===== src/rtl/pipe_ctrl_if.sv =====
// Pipeline control bundle between the datapath hazard sources and pipe_ctrl_fsm.
// dm_req/dm_ack: MEM holds dm_req for an access until the cycle memory raises dm_ack; that ack cycle completes it.
interface pipe_ctrl_if;
    logic       pc_sel;
    logic       ex_mem_rd;
    logic [4:0] ex_rd;
    logic [4:0] id_rs1;
    logic [4:0] id_rs2;
    logic       id_use_rs2;
    logic       dm_req;
    logic       dm_ack;
    logic       pc_en;
    logic       stall_id;
    logic       stall_ex;
    logic       stall_mem;
    logic       bubble_ex;
    logic       flush_ex;
    logic       flush_id;
    logic [1:0] state;

    modport master (
        output pc_sel, ex_mem_rd, ex_rd, id_rs1, id_rs2, id_use_rs2, dm_req, dm_ack,
        input  pc_en, stall_id, stall_ex, stall_mem, bubble_ex, flush_ex, flush_id, state
    );

    modport slave (
        input  pc_sel, ex_mem_rd, ex_rd, id_rs1, id_rs2, id_use_rs2, dm_req, dm_ack,
        output pc_en, stall_id, stall_ex, stall_mem, bubble_ex, flush_ex, flush_id, state
    );
endinterface


===== src/rtl/pipe_ctrl_fsm.sv =====
// Five-stage pipeline hazard controller: memory stalls, branch flushes and load-use bubbles.
// Define PIPE_CTRL_PERF_CNT_EN to add saturating stall_cnt/flush_cnt performance counters.
module pipe_ctrl_fsm #(
    parameter int FLUSH_CYCLES = 1,
    parameter int CNT_W        = 16
) (
    input  logic             clk,
    input  logic             rst,
    pipe_ctrl_if.slave       bus
`ifdef PIPE_CTRL_PERF_CNT_EN
    ,
    output logic [CNT_W-1:0] stall_cnt,
    output logic [CNT_W-1:0] flush_cnt
`endif
);
    typedef enum logic [1:0] {
        RUN      = 2'b00,
        FLUSH    = 2'b10,
        MEM_WAIT = 2'b11
    } state_t;

    state_t     r_state;
    logic [2:0] r_flush_left;

    state_t     w_next_state;
    logic [2:0] w_next_left;
    logic       w_lu;
    logic       w_mem_stall;
    logic       w_pc_en;
    logic       w_stall_id;
    logic       w_stall_ex;
    logic       w_stall_mem;
    logic       w_bubble_ex;
    logic       w_flush_ex;
    logic       w_flush_id;

    always_comb begin
        w_lu = bus.ex_mem_rd && (bus.ex_rd != 5'd0) &&
               ((bus.ex_rd == bus.id_rs1) || (bus.id_use_rs2 && (bus.ex_rd == bus.id_rs2)));
        w_mem_stall  = bus.dm_req && !bus.dm_ack;
        w_pc_en      = 1'b1;
        w_stall_id   = 1'b0;
        w_stall_ex   = 1'b0;
        w_stall_mem  = 1'b0;
        w_bubble_ex  = 1'b0;
        w_flush_ex   = 1'b0;
        w_flush_id   = 1'b0;
        w_next_state = RUN;
        w_next_left  = 3'd0;
        if (rst) begin
            // Reset squashes whatever is in IF/ID and ID/EX and freezes the PC.
            w_pc_en    = 1'b0;
            w_flush_ex = 1'b1;
            w_flush_id = 1'b1;
        end else begin
            case (r_state)
                RUN: begin
                    if (w_mem_stall) begin
                        w_pc_en      = 1'b0;
                        w_stall_id   = 1'b1;
                        w_stall_ex   = 1'b1;
                        w_stall_mem  = 1'b1;
                        w_next_state = MEM_WAIT;
                    end else if (bus.pc_sel) begin
                        // A coincident load-use is dropped: flush_id kills the dependent instruction.
                        w_flush_ex = 1'b1;
                        w_flush_id = 1'b1;
                        if (FLUSH_CYCLES > 1) begin
                            w_next_state = FLUSH;
                            w_next_left  = 3'(FLUSH_CYCLES - 1);
                        end
                    end else if (w_lu) begin
                        w_pc_en     = 1'b0;
                        w_stall_id  = 1'b1;
                        w_bubble_ex = 1'b1;
                    end
                end
                MEM_WAIT: begin
                    if (!bus.dm_ack) begin
                        w_pc_en      = 1'b0;
                        w_stall_id   = 1'b1;
                        w_stall_ex   = 1'b1;
                        w_stall_mem  = 1'b1;
                        w_next_state = MEM_WAIT;
                    end
                end
                FLUSH: begin
                    w_flush_id = 1'b1;
                    if (r_flush_left > 3'd1) begin
                        w_next_state = FLUSH;
                        w_next_left  = r_flush_left - 3'd1;
                    end
                end
                default: begin
                    w_next_state = RUN;
                end
            endcase
        end
    end

    always_ff @(posedge clk) begin
        if (rst) begin
            r_state      <= RUN;
            r_flush_left <= 3'd0;
        end else begin
            r_state      <= w_next_state;
            r_flush_left <= w_next_left;
        end
    end

    assign bus.pc_en     = w_pc_en;
    assign bus.stall_id  = w_stall_id;
    assign bus.stall_ex  = w_stall_ex;
    assign bus.stall_mem = w_stall_mem;
    assign bus.bubble_ex = w_bubble_ex;
    assign bus.flush_ex  = w_flush_ex;
    assign bus.flush_id  = w_flush_id;
    assign bus.state     = r_state;

`ifdef PIPE_CTRL_PERF_CNT_EN
    logic [CNT_W-1:0] r_stall_cnt;
    logic [CNT_W-1:0] r_flush_cnt;

    always_ff @(posedge clk) begin
        if (rst) begin
            r_stall_cnt <= '0;
            r_flush_cnt <= '0;
        end else begin
            if (!w_pc_en && (r_stall_cnt != {CNT_W{1'b1}}))
                r_stall_cnt <= r_stall_cnt + 1'b1;
            if (w_flush_id && (r_flush_cnt != {CNT_W{1'b1}}))
                r_flush_cnt <= r_flush_cnt + 1'b1;
        end
    end

    assign stall_cnt = r_stall_cnt;
    assign flush_cnt = r_flush_cnt;
`endif
endmodule


===== src/flat_wrapper.sv =====
// flat-port wrapper written by rule: the top's interface ports become plain ports
module pipe_ctrl_fsm_flat 
#(
    parameter int FLUSH_CYCLES = 1,
    parameter int CNT_W        = 16
)
  (clk, rst, bus_pc_sel, bus_ex_mem_rd, bus_ex_rd, bus_id_rs1, bus_id_rs2, bus_id_use_rs2, bus_dm_req, bus_dm_ack, bus_pc_en, bus_stall_id, bus_stall_ex, bus_stall_mem, bus_bubble_ex, bus_flush_ex, bus_flush_id, bus_state);
  pipe_ctrl_if bus_i ();
  input  logic clk;
  input  logic rst;
  input wire logic [$bits(bus_i.pc_sel)-1:0] bus_pc_sel;
  input wire logic [$bits(bus_i.ex_mem_rd)-1:0] bus_ex_mem_rd;
  input wire logic [$bits(bus_i.ex_rd)-1:0] bus_ex_rd;
  input wire logic [$bits(bus_i.id_rs1)-1:0] bus_id_rs1;
  input wire logic [$bits(bus_i.id_rs2)-1:0] bus_id_rs2;
  input wire logic [$bits(bus_i.id_use_rs2)-1:0] bus_id_use_rs2;
  input wire logic [$bits(bus_i.dm_req)-1:0] bus_dm_req;
  input wire logic [$bits(bus_i.dm_ack)-1:0] bus_dm_ack;
  output wire logic [$bits(bus_i.pc_en)-1:0] bus_pc_en;
  output wire logic [$bits(bus_i.stall_id)-1:0] bus_stall_id;
  output wire logic [$bits(bus_i.stall_ex)-1:0] bus_stall_ex;
  output wire logic [$bits(bus_i.stall_mem)-1:0] bus_stall_mem;
  output wire logic [$bits(bus_i.bubble_ex)-1:0] bus_bubble_ex;
  output wire logic [$bits(bus_i.flush_ex)-1:0] bus_flush_ex;
  output wire logic [$bits(bus_i.flush_id)-1:0] bus_flush_id;
  output wire logic [$bits(bus_i.state)-1:0] bus_state;
  assign bus_i.pc_sel = bus_pc_sel;
  assign bus_i.ex_mem_rd = bus_ex_mem_rd;
  assign bus_i.ex_rd = bus_ex_rd;
  assign bus_i.id_rs1 = bus_id_rs1;
  assign bus_i.id_rs2 = bus_id_rs2;
  assign bus_i.id_use_rs2 = bus_id_use_rs2;
  assign bus_i.dm_req = bus_dm_req;
  assign bus_i.dm_ack = bus_dm_ack;
  assign bus_pc_en = bus_i.pc_en;
  assign bus_stall_id = bus_i.stall_id;
  assign bus_stall_ex = bus_i.stall_ex;
  assign bus_stall_mem = bus_i.stall_mem;
  assign bus_bubble_ex = bus_i.bubble_ex;
  assign bus_flush_ex = bus_i.flush_ex;
  assign bus_flush_id = bus_i.flush_id;
  assign bus_state = bus_i.state;
  pipe_ctrl_fsm #(.FLUSH_CYCLES(FLUSH_CYCLES), .CNT_W(CNT_W)) u_core (.clk(clk), .rst(rst), .bus(bus_i));
endmodule

===== config.mk =====
export PLATFORM = sky130hd
export DESIGN_NAME = pipe_ctrl_fsm_flat
export DESIGN_NICKNAME = d
export VERILOG_FILES = /design/src/rtl/pipe_ctrl_if.sv /design/src/rtl/pipe_ctrl_fsm.sv /design/src/flat_wrapper.sv
export SDC_FILE = /design/constraint.sdc
export NUM_CORES = 1
export LEC_CHECK = 0
export ABC_AREA = 1
export CORE_UTILIZATION = 40
export DETAILED_ROUTE_END_ITERATION = 7
export PLACE_DENSITY_LB_ADDON = 0.05
export SETUP_SLACK_MARGIN = 0.02
export SYNTH_ARGS = -nofsm -noshare
export SYNTH_HDL_FRONTEND = slang
export SYNTH_SLANG_ARGS = --single-unit
export TNS_END_PERCENT = 100

===== constraint.sdc =====
create_clock -name clk -period 2.9 [get_ports clk]
set_input_delay 0.87 -clock clk [delete_from_list [all_inputs] [get_ports clk]]
set_output_delay 0.87 -clock clk [all_outputs]
set_load 0.005 [all_outputs]

==> results of run 1 <==
-- worst paths after layout --
| path | start | endpoint | slack (ns) | cells after the start |
|---|---|---|---|---|
| worst max register to register | u_core.bus.state[0] | u_core.bus.state[1] | 1.60 | 7 |
| worst min register to register | u_core.r_flush_left[0] | u_core.r_flush_left[0] | 0.47 | 1 |
| worst max-delay path | bus_pc_sel | bus_stall_id | 0.08 | 8 |
| worst min-delay path | u_core.r_flush_left[0] | u_core.r_flush_left[0] | 0.47 | 1 |
-- area by class of cell --
cell class                      instances  area (µm²)  share of cell area [%]
Clock buffer                            4        26.3                    2.85
Inverter                               23        86.3                    9.38
Multi-Input combinational cell         72         404                    43.9
Sequential cell                         5         100                    10.9
Tap cell                               15        18.8                    2.04
Timing Repair Buffer                   37         285                    31.0
-- sequential cells by signal, indices dropped and copies added, names as in the netlist --
| register | cells |
|---|---|
| u_core.bus.state | 2 |
| u_core.r_flush_left | 3 |
-- Yosys cell counts --
library cell,n
a21oi_1,3
a21oi_2,1
buf_4,1
dfxtp_1,5
ha_1,6
inv_1,19
inv_2,4
nand2_1,33
nand2_2,3
nand3_1,4
nand3b_1,1
nand4_1,1
nor2_1,12
nor3b_1,1
o21a_1,1
o22ai_1,1
or2_2,3
xnor2_1,2
-- cell families (layout without fill, tap and decap cells) --
group / Yosys count / after routing
buffers and inverters: 24 / 64
adder cells (fa/ha/maj): 6 / 6
XOR/XNOR: 2 / 2
AND/OR/NAND/NOR: 58 / 58
flip-flops: 5 / 5
AO/OA/AOI/OAI: 6 / 6
-- power groups by stage --
stage | logic [µW] | registers (µW) | clock network [µW]
after CTS | 87.9 | 71.6 | 84.7
final | 90.0 | 71.6 | 81.2
after detailed placement | 98.3 | 72.9 | 0
after global placement | 96.7 | 72.7 | 0
after floorplan | 38.5 | 72.8 | 0
after global routing | 100 | 71.7 | 91.1
-- through the flow --
| step | total power (µW) | setup WS, ns | instance area [µm²] | util (%) | instances |
|---|---|---|---|---|---|
| floorplan | 111 | 0.552 | 572 | - | 101 |
| global placement | 169 | -0.599 | 936 | 71.0 | 152 |
| detailed placement | 171 | -0.620 | 936 | 71.0 | 152 |
| CTS | 244 | 0.0210 | 936 | 71.0 | 156 |
| global route | 263 | 0.0210 | 921 | 69.9 | 156 |
| finish | 243 | 0.0757 | 921 | 69.9 | 156 |
-- placed cells by master (no fill, tap or decap), drive strengths merged --
master         Yosys  routed
dlygate4sd2        0      10
o22ai              1       1
nand3b             1       1
clkdlybuf4s15      0       4
buf                1      12
clkdlybuf4s50      0       5
o21a               1       1
dfxtp              5       5
ha                 6       6
xnor2              2       2
inv               23      23
nor3b              1       1
nor2              12      12
or2                3       3
nand4              1       1
clkbuf             0      10
nand3              4       4
nand2             36      36
a21oi              4       4
-- worst max-delay path, stage by stage --
cell and delay (ns):
clkdlybuf4s50_1 0.42, nand3b_1 0.16, inv_1 0.07, nand2_2 0.07
nand2_2 0.08, nand2_2 0.06, a21oi_2 0.12, buf_2 0.12
-- routing by layer --
metal	wire [µm]	up-vias
li1	-	383
met1	645	274
met2	669	19
met3	66	2
met4	8	0
met5	0	-
-- timing repair --
action                     in CTS  in global routing
setup endpoints to repair       7                  5
pin swaps                      12                 13
gates resized for setup        44                 21
==> metrics.md, run 1 <==
| Metric | Value |
|---|---|
| Unrepaired setup endpoints after global routing | no |
| Average size of a mapped cell | 5.66 µm² |
| Fmax | 354 MHz |
| Post-synthesis mux area share | 0% |
| Crit. End Element | output pin |
| GRT busiest layer | met2 |
| Routability congestion estimate | 0.719 |
| Pwr Density | 264 mW/mm² |
| Worst slew margin | 87.8% |
| Post-Synthesis Cell Area | 572 µm² |
| Filler instances | 130 |
| PortBufs | 30 |
| CTS tree | yes |
| WL final | 1390 µm |
| Worst hold path class | reg2reg |
| CTS buffer count | 3 |
| DP HPWL | 1130 µm |
| Post-Syn Instances | 101 |
| Clock root cell | clkbuf_4 |
| Largest cells by area after synthesis | nand2_1 22%, dfxtp_1 18%, ha_1 13%, inv_1 12%, nor2_1 7.9% |
| Reg power frac | 29.5% |
| Starting density of the core | 43.4% |
| CP Launch Type | input port |
| Cts-stage hold buffer count | 0 |
| Die height | 39.8 µm |
| Status | finished, final reports clean |
| Later-pin clock latency in the skew report | 0.24 ns |
| Largest net degree at the start of global routing | 6 |
| ANT nets after route | 0 |
| # IOs | 31 |
| Routed WL per cell | 8.90 µm |
| Post-Route Skew | 0.00745 ns |
| Share of the yosys chip area belonging to registers | 17.5% |
| Simple logic cell fraction of the synthesized area | 43.3% |
| First-pass GRT wire length | 2010 µm |
| M1 GR Usage | 21.5% |
| Pint | 170 µW |
| Switching portion of total power | 29.8% |
| Setup Total Neg Slack | 0 ns |
| Req. time, crit path | 2.03 ns |
| Max H-tree Level | 1 |
| Initial antenna violation count | 0 |
| Core ar. | 0.00132 mm² |
| Final Hold Vio Count | 0 |
| GRT met3 Usage | 3.41% |
| Final Cycle Share | 97.4% |
| Postcts setup bufs | 0 |
| CTS Sinks | 5 |
| Total Nets Final | 170 |
| Post-synthesis adder-cell area fraction | 13.1% |
| Drt drc | 0 |
| Drt pass-1 iters | 4 |
| Actual slew at the worst max-slew pin | 0.183 ns |
| Netlist cell types | 18 |
| Highest ir drop seen on vdd | 0.153 mV |
| Vias per Instance | 4.35 |
| Area growth, synth to finish | 61.1% |
| Final setup fails | 0 |
| Die area | 0.00158 mm² |
| Clk slew on worst S/H paths | 0.05 ns |
| Final worst path period need | 2.82 ns |
| Total grt overflow | 0 |
| WHS | 0.465 ns |
| Synth Area in Compound Gates | 6.56% |
| LEAKAGE | 0.000539 µW |
| Vias in the first global route | 544 |
| CP Class | in2out |
| Combinational Power Share | 37.1% |
| Largest family of logic cells by synthesized area | simple AND/OR/NAND/NOR gates |
| Maximum root-to-sink buffer count | 2 |
| Worst path arrival time | 1.95 ns |
| Syn_nets | 129 |
| All-Layer GR Usage | 18.8% |
| Leading area contributor after synthesis | nand2_1 |
| Met2 Usage GRT | 34.4% |
| Synth Register Bits | 5 |
| Maxcap violations | 0 |
| Post-synthesis xor/xnor area fraction | 3.06% |
| # rows | 13 |
| Width of the chip | 39.8 µm |
| Crit Path Max Fanout | 2 |
| Top cell type's share of synthesized area | 21.7% |
| Via count | 678 |
| Max Slew Vio Count | 0 |
| Net Sw Power | 72.4 µW |
| Detailed Route Iter0 Violations | 5 |
| Ant. Diodes | 0 |
| Share of cells above drive strength 1 | 27.7% |
| Ys Warns | 0 |
| Clock power frac | 33.4% |
Note: power is estimated with default switching activity, not from simulation.
==> run 2: changes to the inputs <==
--- a/config.mk
+++ b/config.mk
@@ -9,6 +9,7 @@
 export CORE_UTILIZATION = 40
 export DETAILED_ROUTE_END_ITERATION = 7
 export PLACE_DENSITY_LB_ADDON = 0.05
+export REMOVE_ABC_BUFFERS = 1
 export SETUP_SLACK_MARGIN = 0.02
 export SYNTH_ARGS = -nofsm -noshare
 export SYNTH_HDL_FRONTEND = slang
==> run 2 against run 1 <==
Effect of this change: critical path depth unchanged; die area unchanged; worst setup slack better by 0.019 ns; critical endpoint unchanged; largest power group unchanged.
==> metrics.md, run 2 (synthesis gave the netlist of run 1 again) <==
| Metric | Value |
|---|---|
| CTS buffer count | 3 (unchanged) |
| Max H-tree Level | 1 (unchanged) |
| PortBufs | 30 (unchanged) |
| CTS tree | yes |
| Crit Path Max Fanout | 2 (unchanged) |
| Final setup fails | 0 (unchanged) |
| CTS Sinks | 5 (unchanged) |
| Drt pass-1 iters | 2 (-2) |
| Initial antenna violation count | 0 (unchanged) |
| Maxcap violations | 0 (unchanged) |
| Fmax | 357 MHz (+0.69%) |
| Metal-1 WL | 594 µm (-7.9%) |
| Met3 routed WL | 81 µm (+23%) |
| Final worst path period need | 2.80 ns (-0.0194 ns) |
| Routed WL per cell | 8.25 µm (-7.4%) |
| Area growth, synth to finish | 55.6% |
| Core ar. | 0.00132 mm² (unchanged) |
| # IOs | 31 (unchanged) |
| All-Layer GR Usage | 18.6% (-0.17 points) |
| DP HPWL | 1080 µm (-4.5%) |
| Final Cycle Share | 96.7% (-0.67 points) |
| Final Hold Vio Count | 0 (unchanged) |
| Clock root cell | clkbuf_4 |
| Routability congestion estimate | 0.709 (-1.4%) |
| Worst slew margin | 88.6% (+0.80 points) |
| Actual slew at the worst max-slew pin | 0.171 ns (-0.0120 ns) |
| Final instance area | 890 µm² (-3.4%) |
| Most frequent cells in the layout | 32 x nand2_1, 16 x inv_1, 12 x dlygate4sd2_1 |
| CP Launch Type | input port |
| Vias per Instance | 4.41 (+1.5%) |
| Crit. End Element | output pin |
| Maximum root-to-sink buffer count | 2 (unchanged) |
| Ant. Diodes | 0 (unchanged) |
| Power, Total | 237 µW (-2.4%) |
| Vias in the first global route | 551 (+1.3%) |
| Drt drc | 0 (unchanged) |
| Total Nets Final | 167 (-1.8%) |
| Die height | 39.8 µm (unchanged) |
| Worst hold path class | reg2reg |
| Detailed Route Iter0 Violations | 5 (unchanged) |
| ANT nets after route | 0 (unchanged) |
| Number of flip-flops in the largest register | 3 (unchanged) |
| Most common cell after layout, fill and taps aside | nand2_1 |
| WHS | 0.455 ns (-0.00984 ns) |
| Req. time, crit path | 2.03 ns (about the same) |
| Die area | 0.00158 mm² (unchanged) |
| DP Area | 913 µm² (-2.4%) |
| CP Class | in2out |
| Largest net degree at the start of global routing | 6 (unchanged) |
| Clk slew on worst S/H paths | 0.04 ns (about the same) |
| Pwr Density | 267 mW/mm² (+1.1%) |
| Later-pin clock latency in the skew report | 0.25 ns (about the same) |
| Cts-stage hold buffer count | 0 (unchanged) |
| Filler instances | 138 (+6.2%) |
| Unrepaired setup endpoints after global routing | yes |
| LEAKAGE | 0.000535 µW (-0.69%) |
| DR top layer | met3 |
| Via count | 675 (-0.44%) |
| Largest Register | u_core.r_flush_left |
| Status | finished, final reports clean |
| Width of the chip | 39.8 µm (unchanged) |
| Total grt overflow | 0 (unchanged) |
| Met2 wire length | 586 µm (-12%) |
| Worst path arrival time | 1.93 ns (-0.02 ns) |
| Setup Total Neg Slack | 0 ns (unchanged) |
| # rows | 13 (unchanged) |
| First-pass GRT wire length | 1990 µm (-0.65%) |
| Post-Route Skew | 0.00173 ns (-0.00572 ns) |
| WL final | 1260 µm (-9.1%) |
| Starting density of the core | 43.4% (unchanged) |
| Max Slew Vio Count | 0 (unchanged) |
| Share of cells above drive strength 1 | 26.8% (-0.85 points) |
| Highest ir drop seen on vdd | 0.145 mV (-4.9%) |
==> run 2: through the flow <==
step	utilization [%]	instances	setup slack, ns
final	67.5	153	0.0952
after global routing	67.5	153	0.0162
after CTS	69.0	153	-0.00104
after detailed placement	69.3	149	-0.582
after global placement	69.3	149	-0.594
after floorplan	-	100	0.552
==> run 2: worst max-delay path, cell delays in order <==
cell and delay, ns:
clkdlybuf4s50_1 0.41, nand3b_1 0.16, inv_1 0.07, nand2_2 0.07
nand2_2 0.08, nand2_2 0.05, a21oi_2 0.12, buf_2 0.11
==> run 2: final timing paths <==
check | slack (ns) | cells after the start | from | endpoint
max | 0.1 | 8 | bus_pc_sel | bus_stall_id
max reg2reg | 1.69 | 7 | u_core.bus.state[1] | u_core.bus.state[1]
min reg2reg | 0.46 | 1 | u_core.r_flush_left[0] | u_core.r_flush_left[0]
min | 0.46 | 1 | u_core.r_flush_left[0] | u_core.r_flush_left[0]
==> run 2: area by class of cell <==
class | count | area (µm²) | share of cell area, %
inverter | 23 | 86.3 | 9.70
timing repair buffer | 34 | 263 | 29.5
multi-input combinational | 72 | 395 | 44.4
clock buffer | 4 | 26.3 | 2.95
sequential | 5 | 100 | 11.3
tap | 15 | 18.8 | 2.11
==> run 2: repair_timing <==
item | CTS | global route
endpoints found under the setup margin | 7 | 4
buffers inserted | 0 | 0
resized for setup | 41 | 21
pin swaps | 10 | 11
==> run 2: routing by layer <==
layer  up-vias  GRT usage (%)
met5         -              0
met4         0              0
met3         0           7.95
met2        22           34.4
met1       276           20.4
li1        377              -
==> run 2: report_power, final <==
group          internal (µW)  switching, µW
clock network           52.1           30.3
registers               70.3           1.40
logic                   44.4           38.6
